## config.mk

```make
export PLATFORM = sky130hd
export DESIGN_NAME = fir_sample_feeder
export DESIGN_NICKNAME = d
export VERILOG_FILES = /design/src/rtl/fir_sample_feeder.sv
export SDC_FILE = /design/constraint.sdc
export NUM_CORES = 1
export LEC_CHECK = 0
export ABC_AREA = 1
export CAP_MARGIN = 0
export CORE_MARGIN = 5
export CORE_UTILIZATION = 46
export CTS_CLUSTER_DIAMETER = 150
export DETAILED_ROUTE_END_ITERATION = 10
export PLACE_DENSITY = 0.66
export SETUP_SLACK_MARGIN = 0.2
export SLEW_MARGIN = 40
export SYNTH_ARGS = -nofsm -noshare
export SYNTH_HDL_FRONTEND = slang
export SYNTH_SLANG_ARGS = --single-unit
```

## constraint.sdc

```tcl
create_clock -name clk -period 3.55 [get_ports clk]
set_clock_uncertainty 0.05 [all_clocks]
set_input_delay 0.5325 -clock clk [delete_from_list [all_inputs] [get_ports clk]]
set_output_delay 0.5325 -clock clk [all_outputs]
set_load 0.01 [all_outputs]
```

## src/rtl/fir_sample_feeder.sv

```systemverilog
// fir_sample_feeder
//   Buffers upstream samples in a small FIFO and plays them out to a
//   serial FIR at one sample per frame of FRAME clocks. Playout starts
//   once PRIME entries are buffered. After that, one entry is popped at
//   every frame boundary (frame_cnt FRAME-1 -> 0). A boundary that finds
//   the FIFO empty is counted as an underflow.
//
//   Build option: FEEDER_UNDERFLOW_HOLD_EN
//     defined   - an underflow frame holds the previous x_out
//     undefined - an underflow frame drives x_out = 0
//
//   Ports
//     clk, rst       clock; asynchronous active-high reset
//     en             synchronous enable; low flushes the FIFO and idles
//     s_data/s_valid upstream sample and its valid
//     s_ready        high when a sample can be accepted (en and not full)
//     x_out          signed sample to the FIR, held for a whole frame
//     x_stb          first cycle of a frame carrying a newly popped sample
//     frame_cnt      free-running frame phase
//     fill           FIFO occupancy
//     underflow_cnt  empty frames seen while running, saturating at 255
module fir_sample_feeder #(
  parameter int DW    = 12,
  parameter int FRAME = 8,
  parameter int DEPTH = 8,
  parameter int PRIME = 4
) (
  input  logic                       clk,
  input  logic                       rst,
  input  logic                       en,
  input  logic [DW-1:0]              s_data,
  input  logic                       s_valid,
  output logic                       s_ready,
  output logic signed [DW-1:0]       x_out,
  output logic                       x_stb,
  output logic [$clog2(FRAME)-1:0]   frame_cnt,
  output logic [$clog2(DEPTH):0]     fill,
  output logic [7:0]                 underflow_cnt
);

  localparam int FW = $clog2(FRAME);
  localparam int AW = $clog2(DEPTH);

  localparam logic [0:0] IDLE = 1'b0;
  localparam logic [0:0] RUN  = 1'b1;

  logic [0:0]    state;
  logic [DW-1:0] mem [DEPTH];
  logic [AW-1:0] wr_ptr;
  logic [AW-1:0] rd_ptr;
  logic [AW:0]   fill_nxt;
  logic          boundary;
  logic          push;
  logic          pop;
  logic          underflow;

  assign boundary  = (frame_cnt == FW'(FRAME - 1));
  // rst gates s_ready so that nothing is acknowledged while in reset
  assign s_ready   = en && !rst && (fill < (AW + 1)'(DEPTH));
  assign push      = s_valid && s_ready;
  // The pop decision uses pre-edge fill, so a sample pushed on the
  // same boundary edge into an empty FIFO is not popped until the next boundary.
  assign pop       = en && (state == RUN) && boundary && (fill != '0);
  assign underflow = en && (state == RUN) && boundary && (fill == '0);

  always_comb begin
    fill_nxt = fill;
    if (push && !pop)
      fill_nxt = fill + (AW + 1)'(1);
    else if (pop && !push)
      fill_nxt = fill - (AW + 1)'(1);
  end

  always_ff @(posedge clk or posedge rst) begin
    if (rst)
      frame_cnt <= '0;
    else
      frame_cnt <= frame_cnt + FW'(1);
  end

  always_ff @(posedge clk) begin
    if (push)
      mem[wr_ptr] <= s_data;
  end

  always_ff @(posedge clk or posedge rst) begin
    if (rst) begin
      state         <= IDLE;
      fill          <= '0;
      wr_ptr        <= '0;
      rd_ptr        <= '0;
      x_out         <= '0;
      x_stb         <= 1'b0;
      underflow_cnt <= '0;
    end else if (!en) begin
      state  <= IDLE;
      fill   <= '0;
      wr_ptr <= '0;
      rd_ptr <= '0;
      x_out  <= '0;
      x_stb  <= 1'b0;
    end else begin
      fill  <= fill_nxt;
      x_stb <= pop;
      if (push)
        wr_ptr <= wr_ptr + AW'(1);
      if (pop)
        rd_ptr <= rd_ptr + AW'(1);
      if ((state == IDLE) && (fill_nxt >= (AW + 1)'(PRIME)))
        state <= RUN;
      if (pop)
        x_out <= $signed(mem[rd_ptr]);
      else if (underflow) begin
`ifdef FEEDER_UNDERFLOW_HOLD_EN
        x_out <= x_out;
`else
        x_out <= '0;
`endif
      end
      if (underflow && (underflow_cnt != '1))
        underflow_cnt <= underflow_cnt + 8'd1;
    end
  end

endmodule

```

# Yosys cells after proc, flatten, opt, wreduce, memory -nomap -nowiden
# Memories as Yosys holds them, arrays and structs flattened.
# Cells that the tools add are included.
# classes
add_sub_neg,6
magnitude_cmp,2
eq_ne,6
mux,15
bitwise,1
n_reduce_logical,17
# ops
op,count
$mux 12,3
$mux 3,4
$mux 4,3
$logic_and 1x1->1,11
$add 3x1->3 const B,3
$add 8x1->8 const B,1
$ne 8x8->1 const B,1
$ne 2x1->1 const B,3
$mux 1,5
$add 4x1->4 const B,1
$ge 4x3->1 const B,1
$logic_not 4->1,1
$lt 4x4->1 const B,1
$reduce_bool 4->1,1
$sub 4x1->4 const B,1
$eq 3x3->1 const B,1
$logic_not 1->1,3
$ne 3x1->1 const B,1
$reduce_and 2->1,1
$not 1->1,1
# totals
regBits,35
mem_bits_rw,96
input_bits,16
mem_count,1
# mem_list
memory,depth,word_bits,rd,rd_clocked_by_memory_dff,wr,line_no,source
mem,8,12,1,0,1,48,logic [DW-1:0] mem [DEPTH];

# Logic depth before layout (Yosys ltp)
# logic_depth
ltp_word,12
mapped_depth,10

# Least setup slack after synthesis
# OpenSTA, ideal clock, no wires.
# synth_path
kind,input port to flip-flop
start,in rst
end,"mem mem[4][0], enable pin"
arrival_ns,2.567
required_ns,3.120
slack_ns,0.552
path_stages,5
path_buffers,0
cell_sequence,inv_1 > nand3_1 > nor2_4 > nand2_1 > nor2_1
# synth_between
elab_chain_cells,6
# synth_lines
element,line_no,source
"start, declared",29,"input logic rst,"
$logic_not 1->1 (no source line),n/a,
$logic_and 1x1->1 (2 in a row),59,assign s_ready = en && !rst && (fill < (AW + 1)'(DEPTH));
$logic_and 1x1->1,60,assign push = s_valid && s_ready;
$mux 1,82,if (push)
$mux 1 (not written as such),83,mem[wr_ptr] <= s_data;
"end, declared",48,
# No other way between the ends.

# Worst setup path after layout
# layout_path
start,in en
end,out s_ready
# layout_between
elab_chain_cells,2
# layout_lines
element,line_no,source
"start, declared",30,"input logic en,"
$logic_and 1x1->1 (2 in a row),59,
"end, declared",33,"output logic s_ready,"
# No other way between the ends.

==> impl_metrics.tcl <==
set metrics [dict create \
    final_antenna_net_count 0 \
    syn_area_per_cell_um2 11.5 \
    n_antenna_cell 0 \
    drive_gt1_frac 0.102 \
    ios 45 \
    core_mm2 0.0115 \
    hold_viol 0 \
    drt-vias-per-instance 5.38 \
    fin_cells 681 \
    hold_class "reg2reg" \
    dp.cells 649 \
    rows 39 \
    hold_start "frame_cnt[0]$_DFF_PP0_" \
    ys_seq_area_frac 0.697 \
    critPathKind "in2out" \
    min_path_cells 1 \
    grt_antenna_before_repair 0 \
    cp.arrival_ns 1.98 \
    netlist_instances 468 \
    cts_sinks 131 \
    grt_overflow 0 \
    end_kind "output pin" \
    min_to "frame_cnt[0]$_DFF_PP0_" \
    cp_top_family "buffers and inverters" \
    synth_top_area_cell "edfxtp_1" \
    p_total_mw 3.67 \
    cp_num_buf_inv 3 \
    timing.final.crit_period_ns 2.56 \
    die_w_um 118 \
    finalCritPeriodShare 0.721 \
    cpMaxStageDelayCell "clkdlybuf4s50_1" \
    crit_start "en" \
    fin_ws_ns 0.989 \
    startpoint_type "input pin" \
    io_buffers 44 \
    leakagePower_nw 2.55 \
    switchingPower_mw 0.789 \
    max_stage_delay_ns 0.64 \
    reg2reg_slack_ns 1.53 \
    cts_buffer_depth 2 \
    clk_pin_slew_ns 0.06 \
    status "completed" \
    p_comb_frac 0.060 \
    fill_cells 943 \
    cts-root-buf "clkbuf_16" \
    start_util 0.470 \
    worstReg2RegEnd "mem[2][8]$_DFFE_PP_" \
    cts_setup_buffers 0 \
    numCtsBuffers 17 \
    dieHeight_um 118 \
    drt-initial-drc-count 481 \
    cts_tree "built" \
    ir_drop_uv 308 \
    grt_pass1_vias 3725 \
    r2r_start "fill[3]$_DFF_PP0_" \
    syn2layout_area_growth_pct 22.7 \
    ys_warn_count 0 \
    synth_area_mm2 0.00539 \
    setup_viol 0 \
    worstPathMaxFanout 7 \
    ys_seq_elements 131 \
    ff2ff_path_depth 6 \
    cp_common_cell "clkdlybuf4s50_1" \
    firstDrtPassIters 5 \
    clock_latency_ns 0.41 \
    finalSetupTns_ns 0 \
    htree_levels 4 \
    cts_hold_buf 0 \
    rsz0062_at_grt "no" \
    power_density_mw_per_mm2 554 \
    fin_nets 548 \
    clockPowerShare 0.471 \
    fmax_mhz 391 \
    crit_path_cell_trace "clkdlybuf4s50_1 -> nand3_1 -> inv_1 -> clkdlybuf4s50_1" \
    dp_hpwl_mm 7.57 \
    internal_power_mw 2.88 \
    gp_congestion 0.813 \
    synthTopCellsByArea "edfxtp_1 (53%), dfrtp_1 (16%), nor2_1 (6.1%)" \
    track_usage 0.179 \
    netSwitchingFraction 0.215 \
    floorplan.die_area_mm2 0.0140 \
    cp.required_ns 2.97 \
    cts_resized 0 \
    drc 0 \
    num_vias 3663 \
    relSlewSlack 0.578 \
    drt-wirelength-per-cell_um 17.7 \
    worstMarginPinSlew_ns 0.632 \
    grt_max_degree 50 \
    holdWs_ns 0.399 \
    max_cap_violations 0 \
    synth.distinct_cells 27 \
    grt_pass1_wl_mm 19.5 \
    syn-num-nets 491 \
    yosysTopAreaCellShare 0.534 \
    pwr-share-seq 0.469 \
    wl_mm 12.0 \
    drv_slew 0 \
    post-place-ws_ns 0.808 \
]
## power groups by stage
stage               registers (mW)  clock network [mW]  logic [mW]
floorplan                     1.75                   0       0.100
global placement              1.75                   0       0.219
detailed placement            1.75                   0       0.224
CTS                           1.72                1.75       0.225
global route                  1.73                1.82       0.248
finish                        1.72                1.73       0.221
## worst max-delay path by stage
| stage | end | slack (ns) | cells past startpoint |
|---|---|---|---|
| after global placement | mem[1][8]$_DFFE_PP_ | 0.87 | 6 |
| final | s_ready | 0.99 | 4 |
| after detailed placement | mem[2][8]$_DFFE_PP_ | 0.81 | 6 |
| after floorplan | mem[4][0]$_DFFE_PP_ | 0.55 | 5 |
| after CTS | s_ready | 0.98 | 4 |
| after global routing | s_ready | 0.90 | 4 |
## worst reg2reg max path, stage by stage (launching register included)
cell	delay [ns]
dfrtp_1	0.43
inv_1	0.11
nand3_1	0.13
nor2_4	0.16
nand2_1	0.15
nor2_1	0.40
buf_4	0.29
## metrics by stage
stage / utilization / cell area [um2]
6_report: 0.577 / 6620
5_1_grt: 0.577 / 6620
4_1_cts: 0.577 / 6610
3_5_place_dp: 0.525 / 6020
3_3_place_gp: 0.525 / 6020
2_1_floorplan: - / 5390
## registers in the layout, indices dropped and copies added (netlist names)
register       flops
fill               4
frame_cnt          3
mem               96
rd_ptr             3
state              1
underflow_cnt      8
wr_ptr             3
x_out             12
x_stb              1
## Yosys cell counts (all sizes together)
cell type	instances
o211ai	1
clkinv	1
nand3	10
buf	7
inv	22
o21ai	55
a31oi	12
ha	7
o21a	2
nand2	84
xnor2	4
nand4	2
o221ai	12
a21oi	5
clkbuf	13
dfrtp	35
edfxtp	96
xor2	4
nor2	91
nor3	5
## per-layer routing
layer  wire (um)  global-route usage  share of wire  vias up
met5           0                   0              0        -
met4         255              0.0746          0.021        0
met3         785              0.0482          0.065       18
met2        5910               0.288           0.49      113
met1        5100               0.230           0.42     1789
li1            -                   -              -     1743
## cells in the final DEF (no fill, tap or decap)
cell type        synthesis  final
edfxtp_1                96     96
nor2_1                  88     87
nand2_1                 79     79
o21ai_0                 55     55
clkdlybuf4s50_1          0     44
dfrtp_1                 35     35
inv_1                   20     20
clkbuf_16                0     17
buf_4                    1     14
a31oi_1                 12     12
o221ai_1                12     12
nand3_1                 10     10
ha_1                     7      7
nor3_1                   5      5
a21oi_1                  5      5
xor2_1                   4      4
xnor2_1                  4      4
clkinvlp_4               0      4
nand2_2                  3      3
nor2_4                   3      3
clkinv_1                 0      3
bufinv_16                0      3
clkinv_2                 0      3
nand4_1                  2      2
inv_2                    2      2
nand2_4                  2      2
clkinv_4                 1      2
o21a_1                   2      2
nor2_2                   0      1
o211ai_1                 1      1
inv_6                    0      1
## area by class of cell
| cell class | count | area, um2 | share of cell area |
|---|---|---|---|
| timing repair buffer | 58 | 546 | 0.0825 |
| multi-input combinational | 294 | 1450 | 0.220 |
| tap | 143 | 179 | 0.0270 |
| clock inverter | 15 | 164 | 0.0248 |
| inverter | 23 | 91.3 | 0.0138 |
| clock buffer | 17 | 425 | 0.0643 |
| sequential | 131 | 3760 | 0.568 |
## cells by family (layout without fill, tap and decap cells)
| logic type | Yosys count | in the layout | share of synthesized area |
|---|---|---|---|
| adder cells (fa/ha/maj) | 7 | 7 | 0.0162 |
| buffers and inverters | 43 | 113 | 0.0343 |
| AND/OR/NAND/NOR | 192 | 192 | 0.146 |
| flip-flops | 131 | 131 | 0.697 |
| XOR/XNOR | 8 | 8 | 0.0130 |
| AO/OA/AOI/OAI | 87 | 87 | 0.0932 |
Note: power is estimated with default switching activity, not from simulation.
